## src/rtl/mmio_uart_pkg.sv

```systemverilog
// Shared definitions for the memory-mapped UART transmitter: register map,
// STATUS bit layout and serializer states.
package mmio_uart_pkg;

  // Register word index, taken from addr[3:2] inside the 16-byte window.
  localparam logic [1:0] OFF_TXDATA  = 2'd0;
  localparam logic [1:0] OFF_STATUS  = 2'd1;
  localparam logic [1:0] OFF_DIVISOR = 2'd2;
  localparam logic [1:0] OFF_RSVD    = 2'd3;

  localparam int ST_EMPTY = 0;
  localparam int ST_FULL  = 1;
  localparam int ST_BUSY  = 2;
  localparam int ST_OVF   = 3;

  typedef enum logic [1:0] {S_IDLE, S_START, S_DATA, S_STOP} tx_state_e;

  // A programmed divisor of zero still needs a one-clock bit.
  function automatic logic [15:0] eff_div(input logic [15:0] d);
    return (d == 16'd0) ? 16'd1 : d;
  endfunction

endpackage

```

## src/rtl/tx_fifo.sv

```systemverilog
// Synchronous byte FIFO; a pop on the same edge frees a slot for a push
// into a full FIFO.
module tx_fifo #(
  parameter int DEPTH = 4,
  parameter int WIDTH = 8,
  localparam int AW = $clog2(DEPTH)
) (
  input  logic             gclk,
  input  logic             grst_n,
  input  logic             i_push,
  input  logic             i_pop,
  input  logic [WIDTH-1:0] i_wdata,
  output logic [WIDTH-1:0] o_rdata,
  output logic             o_full,
  output logic             o_empty,
  output logic [AW:0]      o_count
);

  logic [WIDTH-1:0] r_mem [DEPTH];
  logic [AW-1:0]    r_wptr, r_rptr;
  logic [AW:0]      r_count;
  logic             w_push, w_pop;

  assign o_empty = (r_count == '0);
  assign o_full  = (r_count == (AW+1)'(DEPTH));
  assign w_pop   = i_pop && !o_empty;
  assign w_push  = i_push && (!o_full || w_pop);
  assign o_rdata = r_mem[r_rptr];
  assign o_count = r_count;

  always_ff @(posedge gclk or negedge grst_n) begin
    if (!grst_n) begin
      r_wptr  <= '0;
      r_rptr  <= '0;
      r_count <= '0;
    end else begin
      if (w_push) r_wptr <= r_wptr + 1'b1;
      if (w_pop)  r_rptr <= r_rptr + 1'b1;
      case ({w_push, w_pop})
        2'b10:   r_count <= r_count + 1'b1;
        2'b01:   r_count <= r_count - 1'b1;
        default: r_count <= r_count;
      endcase
    end
  end

  always_ff @(posedge gclk) begin
    if (w_push) r_mem[r_wptr] <= i_wdata;
  end

endmodule

```

## src/rtl/mmio_uart_tx.sv

```systemverilog
// MMIO UART transmitter: TXDATA/STATUS/DIVISOR registers, byte FIFO and
// an 8N1 serializer whose bit length is latched at every bit boundary.
module mmio_uart_tx
  import mmio_uart_pkg::*;
#(
  parameter logic [31:0] BASE_ADDR  = 32'h1000_0000,
  parameter int          FIFO_DEPTH = 4,
  parameter logic [15:0] DIV_RESET  = 16'd434
) (
  input  logic        clk,
  input  logic        rst,
  input  logic        ce,
  input  logic        we,
  input  logic        memRr,
  input  logic [31:0] addr,
  input  logic [31:0] wtData,
  input  logic [3:0]  w_mask,
  input  logic [3:0]  r_mask,
  output logic [31:0] rdData,
  output logic        hit,
  output logic        tx
);

  localparam int CW = $clog2(FIFO_DEPTH) + 1;

  tx_state_e   r_state, w_state_nxt;
  logic [7:0]  r_shift;
  logic [2:0]  r_bitidx;
  logic [15:0] r_timer, r_bitlen, r_div;
  logic        r_ovf;

  logic [1:0]    w_off;
  logic          w_wr, w_push_req, w_div_wr, w_ovf_clr, w_ovf_set;
  logic          w_pop, w_bit_end, w_bit_start;
  logic          w_fifo_full, w_fifo_empty;
  logic [7:0]    w_fifo_rdata;
  logic [CW-1:0] w_count;
  logic [31:0]   w_status, w_rd_word;
  logic          w_unused;

  assign w_off      = addr[3:2];
  assign hit        = ce && (addr[31:4] == BASE_ADDR[31:4]);
  assign w_wr       = hit && we;
  assign w_push_req = w_wr && (w_off == OFF_TXDATA) && w_mask[0];
  assign w_div_wr   = w_wr && (w_off == OFF_DIVISOR) && (w_mask[1:0] == 2'b11);
  assign w_ovf_clr  = w_wr && (w_off == OFF_STATUS) && w_mask[0] && wtData[ST_OVF];
  assign w_ovf_set  = w_push_req && w_fifo_full && !w_pop;
  assign w_unused   = &{1'b0, addr[1:0], wtData[31:16], w_mask[3:2]};

  tx_fifo #(.DEPTH(FIFO_DEPTH), .WIDTH(8)) u_fifo (
    .gclk    (clk),
    .grst_n  (rst),
    .i_push  (w_push_req),
    .i_pop   (w_pop),
    .i_wdata (wtData[7:0]),
    .o_rdata (w_fifo_rdata),
    .o_full  (w_fifo_full),
    .o_empty (w_fifo_empty),
    .o_count (w_count)
  );

  assign w_bit_end   = (r_state != S_IDLE) && (r_timer == r_bitlen - 16'd1);
  assign w_bit_start = w_pop || (w_bit_end && (w_state_nxt != S_IDLE));

  always_comb begin
    w_state_nxt = r_state;
    w_pop       = 1'b0;
    tx          = 1'b1;
    case (r_state)
      S_IDLE: begin
        if (!w_fifo_empty) begin
          w_pop       = 1'b1;
          w_state_nxt = S_START;
        end
      end
      S_START: begin
        tx = 1'b0;
        if (w_bit_end) w_state_nxt = S_DATA;
      end
      S_DATA: begin
        tx = r_shift[r_bitidx];
        if (w_bit_end && (r_bitidx == 3'd7)) w_state_nxt = S_STOP;
      end
      S_STOP: begin
        if (w_bit_end) begin
          if (!w_fifo_empty) begin
            w_pop       = 1'b1;
            w_state_nxt = S_START;
          end else begin
            w_state_nxt = S_IDLE;
          end
        end
      end
      default: w_state_nxt = S_IDLE;
    endcase
  end

  always_ff @(posedge clk or negedge rst) begin
    if (!rst) r_state <= S_IDLE;
    else      r_state <= w_state_nxt;
  end

  // A DIVISOR write only reaches the line when the next bit starts.
  always_ff @(posedge clk or negedge rst) begin
    if (!rst) begin
      r_shift  <= '0;
      r_bitidx <= '0;
      r_timer  <= '0;
      r_bitlen <= 16'd1;
    end else begin
      if (w_pop) r_shift <= w_fifo_rdata;
      if (r_state == S_DATA && w_bit_end) r_bitidx <= r_bitidx + 3'd1;
      r_timer <= (w_bit_end || r_state == S_IDLE) ? 16'd0 : r_timer + 16'd1;
      if (w_bit_start) r_bitlen <= eff_div(r_div);
    end
  end

  always_ff @(posedge clk or negedge rst) begin
    if (!rst) begin
      r_div <= DIV_RESET;
      r_ovf <= 1'b0;
    end else begin
      if (w_div_wr) r_div <= wtData[15:0];
      if (w_ovf_set)      r_ovf <= 1'b1;
      else if (w_ovf_clr) r_ovf <= 1'b0;
    end
  end

  always_comb begin
    w_status           = '0;
    w_status[ST_EMPTY] = (w_count == '0);
    w_status[ST_FULL]  = (w_count == CW'(FIFO_DEPTH));
    w_status[ST_BUSY]  = (r_state != S_IDLE);
    w_status[ST_OVF]   = r_ovf;
  end

  always_comb begin
    w_rd_word = '0;
    case (w_off)
      OFF_STATUS:  w_rd_word = w_status;
      OFF_DIVISOR: w_rd_word = {16'h0, r_div};
      default:     w_rd_word = '0;
    endcase
  end

  always_comb begin
    rdData = '0;
    if (hit && memRr) begin
      for (int i = 0; i < 4; i++)
        if (r_mask[i]) rdData[8*i +: 8] = w_rd_word[8*i +: 8];
    end
  end

endmodule

```

## config.mk

```make
export PLATFORM = sky130hd
export DESIGN_NAME = mmio_uart_tx
export DESIGN_NICKNAME = d
export VERILOG_FILES = /design/src/rtl/mmio_uart_pkg.sv /design/src/rtl/tx_fifo.sv /design/src/rtl/mmio_uart_tx.sv
export SDC_FILE = /design/constraint.sdc
export NUM_CORES = 1
export LEC_CHECK = 0
export BUFFER_PORTS_ARGS = -buffer_cell sky130_fd_sc_hd__buf_4
export CORE_MARGIN = 2
export CORE_UTILIZATION = 45
export CTS_BUF_LIST = sky130_fd_sc_hd__clkbuf_8 sky130_fd_sc_hd__clkbuf_16
export CTS_CLUSTER_DIAMETER = 100
export CTS_CLUSTER_SIZE = 28
export DETAILED_ROUTE_END_ITERATION = 8
export PLACE_DENSITY = 0.74
export SYNTH_ARGS = -nofsm -noshare
export SYNTH_HDL_FRONTEND = slang
export SYNTH_SLANG_ARGS = --single-unit
```

## constraint.sdc

```tcl
create_clock -name clk -period 5.3 [get_ports clk]
set_clock_uncertainty 0.15 [all_clocks]
set_input_delay 1.06 -clock clk [delete_from_list [all_inputs] [get_ports clk]]
set_output_delay 1.06 -clock clk [all_outputs]
set_load 0.05 [all_outputs]
```

==> flow_metrics.py, run 1 <==
metrics = {
    "outcome": {
        "status": "finished clean",
    },
    "drt": {
        "drt_drc_violations_left": 0,
        "drt_wl_total_mm": 11.3,
        "viasPerCell": 5.46,
        "postRouteAntennaNets": 0,
        "wl_per_cell_um": 16.8,
        "drt_iter0_drc": 209,
        "dr.pass1.iters": 4,
        "route.vias.total": 3694,
    },
    "critical_path": {
        "path_cells": "inv_1 -> ha_1 -> nor4b_2 -> a311o_1 -> o22ai_1 -> o211ai_1 -> and4bb_2 -> a31oi_2 -> inv_2 -> a21oi_2 -> buf_4 -> mux2i_1",
        "r2r_cells": 12,
        "crit-reg2reg-launch": "r_bitlen[0]$_DFFE_PN1P_",
        "cp.arrival_ns": 4.43,
        "crit_slowest_cell": "a21oi_2",
        "slowest_delay_ns": 0.77,
        "setup.worst_path.end_class": "flip-flop",
        "critPathKind": "flip-flop to flip-flop",
        "worstPathRequired_ns": 5.42,
        "startpoint_type": "flip-flop",
        "r2r-end": "r_bitlen[0]$_DFFE_PN1P_",
        "worst-path-max-fanout": 15,
        "reg2reg_setup_slack_ns": 1.0,
    },
    "place": {
        "preCtsSetupSlack_ns": 1.09,
        "port_buffers": 72,
        "dp_hpwl_mm": 8.44,
        "gp_congestion": 0.816,
    },
    "logic_synthesis": {
        "synthSimpleGateAreaFrac_pct": 15.0,
        "synth_top_area_share_pct": 29.2,
        "synth_ff_type": "dfrtp_1",
        "yosys_register_bits": 101,
        "yosys_warnings": 0,
        "synth_compound_area_share_pct": 5.92,
        "synthCells": 460,
        "netlist_area_mm2": 0.00539,
        "synthTopCellsByCount": "63 x dfrtp_1, 43 x nor2_1, 32 x edfxtp_1, 23 x nand2_1, 21 x xnor2_1",
        "synth.lib_cells_used.distinct": 62,
        "synthMuxAreaShare_pct": 13.4,
        "yosysTopAreaCell": "dfrtp_1",
        "synth_top_family_by_area": "simple AND/OR/NAND/NOR gates",
        "synthArstFlopShare_pct": 68.3,
        "synth_area_leaders": "dfrtp_1 29%, edfxtp_1 18%, mux4_2 4.2%",
        "synth_xor_area_share_pct": 6.34,
        "yosysMostFrequentCell": "dfrtp_1",
        "synth_edf_count": 32,
        "synth-seq-area-share_pct": 50.0,
        "synth_fa_ha_area_share_pct": 4.32,
        "syn_area_per_cell_um2": 11.7,
    },
    "timing": {
        "slew_violations": 0,
        "tns_ns": 0,
        "max_freq_mhz": 232,
        "setup_ws_ns": 0.996,
        "timing.slew.headroom_pct": 32.6,
        "rsz0062_at_grt": "no",
        "finalSetupViolCount": 0,
        "fin_crit_sh_pct": 81.2,
        "period_needed_ns": 4.30,
        "worst-slew-pin-transition_ns": 1.01,
        "finalHoldViolations": 0,
        "holdWs_ns": 0.343,
    },
    "pwr": {
        "swShare_pct": 23.0,
        "pwr-share-seq_pct": 54.3,
        "power.leakage_nw": 2.79,
        "pwr_density_cell_mw_per_mm2": 245,
        "power_frac_comb_pct": 6.3,
        "p_switching_w": 0.000352,
        "p_int_w": 0.00118,
        "clockPowerShare_pct": 39.5,
        "vdd_ir_drop_max_mv": 0.153,
    },
    "finish": {
        "multi_input_area_mm2": 0.00248,
        "regArea_mm2": 0.00270,
        "antenna_cells": 0,
        "synthToLayoutAreaGrowth_pct": 16.0,
        "finalNetCount": 623,
        "fillers": 969,
        "drive_gt1_share_pct": 26.1,
    },
    "flow_run": {
        "max-cap-violations": 0,
    },
    "die": {
        "die-width_um": 113,
        "fp-row-count": 39,
        "initial_core_util_pct": 46.6,
        "fp.dieArea_mm2": 0.0129,
        "core_area_mm2": 0.0116,
        "io_pins": 111,
        "die-height_um": 113,
    },
    "min_path": {
        "holdPathStages": 1,
        "holdCritStartpoint": "r_shift[0]$_DFFE_PN0N_",
        "hold_path_end": "r_shift[0]$_DFFE_PN0N_",
        "hold_path.class": "flip-flop to flip-flop",
    },
    "global_route": {
        "grtUsageTotal_pct": 18.9,
        "grt_pass1_wl_mm": 18.9,
        "grt-ovfl-total": 0,
        "grt_pass1_vias": 3711,
        "grt_start_max_net_pins": 70,
        "antenna_found_initial": 0,
    },
    "clock_tree": {
        "cts-resized-gates": 0,
        "cts_tree": "built",
        "clk_latency_ns": 0.35,
        "numCtsBuffers": 9,
        "postCtsHoldBufs": 0,
        "clock-root-buffer": "clkbuf_16",
        "cts.clk_slew.worst_paths_ns": 0.07,
        "clock-sinks": 101,
        "htreeDepth": 3,
        "cts_buffer_depth": 2,
        "post_cts_buffers": 0,
    },
}
[area by class of cell]
cell class / instances / share of cell area [%]
Timing Repair Buffer: 73 / 8.76
Inverter: 21 / 1.26
Clock inverter: 7 / 0.680
Sequential cell: 101 / 43.1
Tap cell: 143 / 2.86
Multi-Input combinational cell: 322 / 39.7
Clock buffer: 9 / 3.60
[cells in the final DEF, fill, tap and decap left out, types with 2 or more instances in the layout]
cell / instances
xnor2_1: 21
a22oi_1: 4
nand4_1: 8
nor2_1: 43
a31oi_1: 3
a41oi_1: 4
mux2_4: 8
xor2_1: 18
o21ai_0: 8
clkbuf_16: 9
and3_1: 9
or2_2: 2
mux2i_1: 5
dfrtp_1: 63
clkinv_2: 2
a21oi_1: 6
or4_1: 3
conb_1: 16
nor4_1: 11
mux2_2: 15
ha_1: 17
a2111oi_0: 2
inv_1: 21
o211ai_1: 4
mux4_2: 10
nor4b_1: 2
and2_1: 14
edfxtp_1: 32
nand2_1: 23
o31ai_1: 2
nor3_1: 8
and4_1: 2
nand3_1: 16
dfstp_2: 6
nor2b_1: 2
buf_4: 73
mux2_1: 14
[metal layers]
metal | up-vias | GRT usage, % | share of wire, %
met5 | - | 0 | 0
met4 | 0 | 6.34 | 1.3
met3 | 10 | 4.04 | 5.6
met2 | 132 | 30.3 | 47
met1 | 1797 | 25.8 | 46
li1 | 1755 | - | -
[flip-flops by register name, indices dropped and copies added, names as in the netlist]
name / cells
u_fifo.r_mem: 32
r_bitlen: 16
r_div: 16
r_timer: 16
r_shift: 8
r_bitidx: 3
u_fifo.o_count: 3
r_state: 2
u_fifo.r_rptr: 2
u_fifo.r_wptr: 2
r_ovf: 1
[power groups by stage]
stage	clock network, W	logic (W)	registers, W
finish	0.000605	0.0000962	0.000831
global route	0.000649	0.000105	0.000833
CTS	0.000613	0.0000975	0.000831
detailed placement	0	0.0000972	0.000847
global placement	0	0.0000953	0.000845
floorplan	0	0.0000569	0.000842
[per-stage QoR]
stage                     power (W)  util [%]  instances  cell area, um^2
after floorplan            0.000899         -        475             5450
after global placement     0.000940      51.8        660             5990
after detailed placement   0.000944      51.8        660             5990
after CTS                   0.00154      54.1        676             6250
after global routing        0.00159      54.1        676             6250
final                       0.00153      54.1        676             6250
[kinds of logic after synthesis]
group | Yosys count
DFF | 101
muxes | 52
buffers and inverters | 52
other | 1
and+or+nand+nor | 153
adders and majority gates | 18
xor gates and xnor gates | 39
AOI/OAI and AO/OA | 44
[how the worst max path moves through the flow]
stage | start | endpoint | slack, ns
floorplan | addr[27] | rdData[0] | 0.89
finish | r_bitlen[0]$_DFFE_PN1P_ | r_bitlen[0]$_DFFE_PN1P_ | 1.0
CTS | r_bitlen[0]$_DFFE_PN1P_ | r_bitlen[0]$_DFFE_PN1P_ | 1.06
global placement | r_bitlen[0]$_DFFE_PN1P_ | r_bitlen[12]$_DFFE_PN0P_ | 1.21
global route | r_bitlen[0]$_DFFE_PN1P_ | r_bitlen[0]$_DFFE_PN1P_ | 0.75
detailed placement | r_bitlen[0]$_DFFE_PN1P_ | r_bitlen[0]$_DFFE_PN1P_ | 1.09
[critical path, delay by kind of cell, from the launching register on]
kind | cells | cell delay [ns]
mux | 1 | 0.18
fa+ha+maj | 1 | 0.26
simple gates | 2 | 0.96
buf+inv | 3 | 0.56
flops | 1 | 0.39
compound gates | 5 | 1.72
(Power assumes the default switching activity.)
==> run 2, diff against run 1 <==
==> constraint.sdc (replaced) <==
create_clock -name clk -period 4.1 [get_ports clk]
set_clock_uncertainty 0.15 [all_clocks]
set_input_delay 0.82 -clock clk [delete_from_list [all_inputs] [get_ports clk]]
set_output_delay 0.82 -clock clk [all_outputs]
set_load 0.05 [all_outputs]
==> run 2 against run 1 <==
  * Critical path depth down 2
  * Sequential cell count unchanged
  * Clock-buffer cell count up 1
  * Die area unchanged
  * Combinational power up 30%
  * Sequential power up 29%
  * Global-route usage up 0.65 points
  * Sequential share of layout area down 1.1 points
  * Core utilization up 1.5 points
  * Clock power up 59%
  * Final cell count up 1.3%
  * Critical endpoint is now u_fifo.r_mem[0][4]$_DFFE_PP_
==> flow_metrics.py, run 2 (same netlist as run 1, synthesis figures left out) <==
metrics = {
    "outcome": {
        "status": "finished clean",
    },
    "pwr": {
        "power.leakage_nw": 2.88,
        "pwr_density_cell_mw_per_mm2": 336,
        "vdd_ir_drop_max_mv": 0.190,
    },
    "drt": {
        "wl_per_cell_um": 17.1,
        "drt_wl_total_mm": 11.7,
        "dr.pass1.iters": 4,
        "route.vias.total": 3811,
        "drt_drc_violations_left": 0,
        "viasPerCell": 5.56,
        "postRouteAntennaNets": 0,
        "drt_iter0_drc": 189,
    },
    "clock_tree": {
        "cts.clk_slew.worst_paths_ns": 0.07,
        "clk_latency_ns": 0.35,
        "cts_buffer_depth": 2,
        "htreeDepth": 3,
        "clock-sinks": 101,
        "numCtsBuffers": 9,
        "clock-root-buffer": "clkbuf_16",
        "cts_tree": "built",
    },
    "place": {
        "dp_hpwl_mm": 8.57,
        "gp_congestion": 0.888,
        "port_buffers": 72,
    },
    "global_route": {
        "grt_pass1_vias": 3875,
        "grt_pass1_wl_mm": 19.7,
        "grtUsageTotal_pct": 19.5,
        "grt_start_max_net_pins": 70,
        "grt-ovfl-total": 0,
        "antenna_found_initial": 0,
    },
    "min_path": {
        "holdCritStartpoint": "r_shift[0]$_DFFE_PN0N_",
        "hold_path.class": "flip-flop to flip-flop",
        "holdPathStages": 1,
        "hold_path_end": "r_shift[0]$_DFFE_PN0N_",
    },
    "die": {
        "fp.dieArea_mm2": 0.0129,
        "die-height_um": 113,
        "fp-row-count": 39,
        "die-width_um": 113,
        "io_pins": 111,
        "initial_core_util_pct": 46.6,
        "core_area_mm2": 0.0116,
    },
    "critical_path": {
        "setup.worst_path.end_class": "flip-flop",
        "cp.arrival_ns": 3.71,
        "startpoint_type": "flip-flop",
        "worstPathRequired_ns": 3.95,
        "reg2reg_setup_slack_ns": 0.24,
        "r2r-end": "u_fifo.r_mem[0][4]$_DFFE_PP_",
        "worst-path-max-fanout": 8,
        "crit-reg2reg-launch": "r_bitlen[1]$_DFFE_PN0P_",
        "critPathKind": "flip-flop to flip-flop",
        "r2r_cells": 10,
    },
    "finish": {
        "synthToLayoutAreaGrowth_pct": 19.2,
        "post-route-util_pct": 55.6,
        "drive_gt1_share_pct": 28.0,
        "final_common_cell": "buf_4",
        "layout_common_cells": "82 x buf_4, 62 x dfrtp_1, 43 x nor2_1, 32 x edfxtp_1, 23 x nand2_1",
        "antenna_cells": 0,
        "top_register": "u_fifo.r_mem",
        "largest_register_ffs": 32,
        "finalNetCount": 632,
    },
    "timing": {
        "tns_ns": 0,
        "max_freq_mhz": 259,
        "finalSetupViolCount": 0,
        "timing.slew.headroom_pct": 43.1,
        "slew_violations": 0,
        "worst-slew-pin-transition_ns": 0.854,
        "rsz0062_at_grt": "no",
        "finalHoldViolations": 0,
        "fin_crit_sh_pct": 94.2,
        "period_needed_ns": 3.86,
    },
    "flow_run": {
        "max-cap-violations": 0,
    },
}
run 2: final cells by class:
class,count,area (um^2)
flip-flops and latches,101,2700
clock inverters,6,92.6
fillers,953,5140
well taps,143,179
multi-input cells,322,2510
repair buffers,82,616
inverters,21,78.8
clock buffers,10,250
run 2: how the worst max path moves through the flow:
| stage | from | endpoint | slack, ns | cells after the start |
|---|---|---|---|---|
| 3_5_place_dp | r_bitlen[0]$_DFFE_PN1P_ | u_fifo.o_count[2]$_DFFE_PN0P_ | 0.01 | 16 |
| 2_1_floorplan | addr[27] | rdData[0] | 0.17 | 5 |
| 5_1_grt | r_bitlen[1]$_DFFE_PN0P_ | u_fifo.o_count[2]$_DFFE_PN0P_ | 0.03 | 14 |
| 6_report | r_bitlen[1]$_DFFE_PN0P_ | u_fifo.r_mem[0][4]$_DFFE_PP_ | 0.24 | 10 |
| 4_1_cts | r_bitlen[2]$_DFFE_PN0P_ | u_fifo.o_count[1]$_DFFE_PN0P_ | 0.15 | 12 |
| 3_3_place_gp | r_bitlen[0]$_DFFE_PN1P_ | u_fifo.o_count[2]$_DFFE_PN0P_ | 0.21 | 16 |
run 2: where the power goes:
| part | internal (W) | switching (W) | total (W) |
|---|---|---|---|
| registers | 0.00106 | 0.0000107 | 0.00107 |
| logic | 0.0000546 | 0.0000702 | 0.000125 |
| clock network | 0.000577 | 0.000385 | 0.000963 |
| total | 0.00169 | 0.000466 | 0.00216 |
run 2: critical path, cell delays in order (launching register included):
cell and delay, ns:
dfrtp_1 0.43, or4_4 0.57, or4_1 0.53, a211oi_2 0.26, o211ai_1 0.18, and4bb_4 0.39
a31oi_4 0.14, a21oi_2 0.21, buf_4 0.13, buf_4 0.12, and2_1 0.41
run 2: metrics by stage:
stage / area, um^2 / hold slack (ns) / worst slack, ns / instances / power [W]
6_report: 6420 / 0.335 / 0.237 / 685 / 0.00216
5_1_grt: 6420 / 0.360 / 0.0255 / 685 / 0.00223
4_1_cts: 6390 / 0.341 / 0.154 / 683 / 0.00218
3_5_place_dp: 6040 / 0.325 / 0.0140 / 667 / 0.00122
3_3_place_gp: 6040 / 0.316 / 0.215 / 667 / 0.00122
2_1_floorplan: 5450 / 0.302 / 0.168 / 475 / 0.00116
run 2: timing repair:
item | 4_1_cts | 5_1_grt
resized for setup | 1 | 5
buffers inserted | 0 | 2
pin swaps | 0 | 3
setup endpoints to repair | 1 | 26
gates cloned | 0 | 0
hold buffers | 0 | 0
run 2: routing by layer:
metal | GRT usage [%] | routed length, um | part of all wire (%)
met1 | 26.4 | 5240 | 45
met2 | 32.1 | 5700 | 49
met3 | 4.14 | 613 | 5.2
met4 | 5.85 | 157 | 1.3
met5 | 0 | 0 | 0
==> run 3, diff against run 2 <==
--- a/config.mk
+++ b/config.mk
@@ -12,7 +12,7 @@
 export CTS_CLUSTER_DIAMETER = 100
 export CTS_CLUSTER_SIZE = 28
 export DETAILED_ROUTE_END_ITERATION = 8
-export PLACE_DENSITY = 0.74
+export PLACE_DENSITY = 0.64
 export SYNTH_ARGS = -nofsm -noshare
 export SYNTH_HDL_FRONTEND = slang
 export SYNTH_SLANG_ARGS = --single-unit
==> run 3 against run 2 <==
  * Worst hold slack improved by 0.0061 ns
  * Clock power decreased by 21%
  * Non-clock buffer count down 1
  * Sequential power about the same
  * Global-route usage is 0.091 points lower
  * Critical endpoint is now u_fifo.o_count[1]$_DFFE_PN0P_
  * Largest cell class unchanged
==> flow_metrics.py, run 3 (same netlist as run 1, synthesis figures left out) <==
metrics = {
    "clock_tree": {
        "cts_buffer_depth": 2,
        "cts.clk_slew.worst_paths_ns": 0.07,
        "clk_latency_ns": 0.34,
        "clock-sinks": 101,
        "htreeDepth": 3,
        "clock-root-buffer": "clkbuf_16",
        "numCtsBuffers": 9,
        "cts_tree": "built",
    },
    "flow_run": {
        "max-cap-violations": 0,
    },
    "pwr": {
        "clockPowerShare_pct": 38.9,
        "swShare_pct": 22.4,
        "power.leakage_nw": 2.85,
        "power_frac_comb_pct": 6.4,
        "p_switching_w": 0.000440,
        "p_int_w": 0.00152,
        "vdd_ir_drop_max_mv": 0.289,
        "pwr-share-seq_pct": 54.7,
        "pwr_density_cell_mw_per_mm2": 310,
    },
    "global_route": {
        "grtUsageTotal_pct": 19.4,
        "grt-ovfl-total": 0,
        "grt_pass1_wl_mm": 19.5,
        "antenna_found_initial": 0,
        "grt_start_max_net_pins": 70,
        "globalRouteMet3Util_pct": 5.84,
        "grt_busiest_layer": "met2",
        "use_met1_pct": 26.3,
        "grt_pass1_vias": 3800,
        "grt_use_met2_pct": 31.3,
    },
    "drt": {
        "viasPerCell": 5.45,
        "dr.pass1.iters": 4,
        "wl_per_cell_um": 16.9,
        "drt_drc_violations_left": 0,
        "drt_wl_total_mm": 11.5,
        "drt_iter0_drc": 187,
        "postRouteAntennaNets": 0,
        "route.vias.total": 3730,
    },
    "finish": {
        "final_area_mm2": 0.00633,
        "drive_gt1_share_pct": 27.4,
        "largest_register_ffs": 32,
        "final_common_cell": "buf_4",
        "top_register": "u_fifo.r_mem",
        "finalNetCount": 631,
        "synthToLayoutAreaGrowth_pct": 17.5,
        "antenna_cells": 0,
        "layout_common_cells": "81 x buf_4, 62 x dfrtp_1, 43 x nor2_1, 32 x edfxtp_1",
    },
    "min_path": {
        "hold_path.class": "flip-flop to flip-flop",
    },
    "die": {
        "initial_core_util_pct": 46.6,
        "die-width_um": 113,
        "fp.dieArea_mm2": 0.0129,
        "core_area_mm2": 0.0116,
        "fp-row-count": 39,
        "io_pins": 111,
        "die-height_um": 113,
    },
    "critical_path": {
        "worst-path-max-fanout": 5,
        "setup.worst_path.end_class": "flip-flop",
        "critPathKind": "flip-flop to flip-flop",
        "worstPathRequired_ns": 4.21,
        "startpoint_type": "flip-flop",
        "cp.arrival_ns": 3.98,
    },
    "place": {
        "place_area_mm2": 0.00604,
        "gp_congestion": 0.805,
        "port_buffers": 72,
        "dp_hpwl_mm": 8.57,
    },
    "timing": {
        "finalHoldViolations": 0,
        "tns_ns": 0,
        "finalSetupViolCount": 0,
        "timing.slew.headroom_pct": 41.0,
        "period_needed_ns": 3.88,
        "fin_crit_sh_pct": 94.5,
        "worst-slew-pin-transition_ns": 0.885,
        "slew_violations": 0,
        "rsz0062_at_grt": "no",
        "max_freq_mhz": 258,
    },
    "outcome": {
        "status": "finished clean",
    },
}
-- run 3: routing by layer --
| metal | wire length, um | up-vias |
|---|---|---|
| met5 | 0 | - |
| met2 | 5540 | 96 |
| li1 | - | 1774 |
| met3 | 578 | 7 |
| met1 | 5320 | 1853 |
| met4 | 94 | 0 |
-- run 3: power by group through the flow --
stage	logic, W	clock network, W	registers, W
final	0.000125	0.000763	0.00107
after global routing	0.000136	0.000829	0.00108
after CTS	0.000127	0.000790	0.00107
after detailed placement	0.000127	0	0.00109
after global placement	0.000123	0	0.00109
after floorplan	0.0000736	0	0.00109
-- run 3: stage by stage --
stage | cells | hold WS [ns] | power, W | util [%] | setup slack (ns)
2_1_floorplan | 475 | 0.302 | 0.00116 | - | 0.168
3_3_place_gp | 667 | 0.315 | 0.00122 | 52.2 | 0.172
3_5_place_dp | 667 | 0.323 | 0.00122 | 52.2 | 0.0347
4_1_cts | 683 | 0.340 | 0.00199 | 54.5 | 0.0165
5_1_grt | 684 | 0.357 | 0.00204 | 54.8 | 0.00604
6_report | 684 | 0.341 | 0.00196 | 54.8 | 0.224
-- run 3: repair_timing --
item,4_1_cts,5_1_grt
buffers inserted,0,1
hold buffers,0,0
endpoints found under the hold margin,0,0
gates resized for setup,0,4
setup endpoints to repair,0,50
-- run 3: layout make-up --
class                   instances  area [um^2]
repair buffers                 81          608
inverters                      21         78.8
clock buffers                   9          225
multi-input cells             322         2510
well taps                     143          179
clock inverters                 7         37.5
fillers                       987         5230
flip-flops and latches        101         2700
-- run 3: worst max-delay path: stages (launching register included) --
cell      delay [ns]
dfrtp_1         0.44
or4_4           0.57
or4_1           0.53
a211oi_2        0.27
o211ai_1        0.17
and4bb_2        0.40
a31oi_4         0.14
a21oi_1         0.21
inv_1           0.07
ha_1            0.20
inv_1           0.07
fa_1            0.40
o21ai_0         0.18
-- run 3: path summary, 6_finish.rpt --
check                                              from                       endpoint  slack, ns  depth (start not counted)
min in group asynchronous                           rst          r_div[11]$_DFFE_PN0P_       0.43                          1
worst max-delay path            r_bitlen[1]$_DFFE_PN0P_  u_fifo.o_count[1]$_DFFE_PN0P_       0.22                         12
worst max register to register  r_bitlen[1]$_DFFE_PN0P_  u_fifo.o_count[1]$_DFFE_PN0P_       0.22                         12
max in group asynchronous                           rst        r_bitlen[2]$_DFFE_PN0P_       2.75                          1
worst min register to register   r_shift[7]$_DFFE_PN0N_         r_shift[7]$_DFFE_PN0N_       0.34                          1
worst min-delay path             r_shift[7]$_DFFE_PN0N_         r_shift[7]$_DFFE_PN0N_       0.34                          1
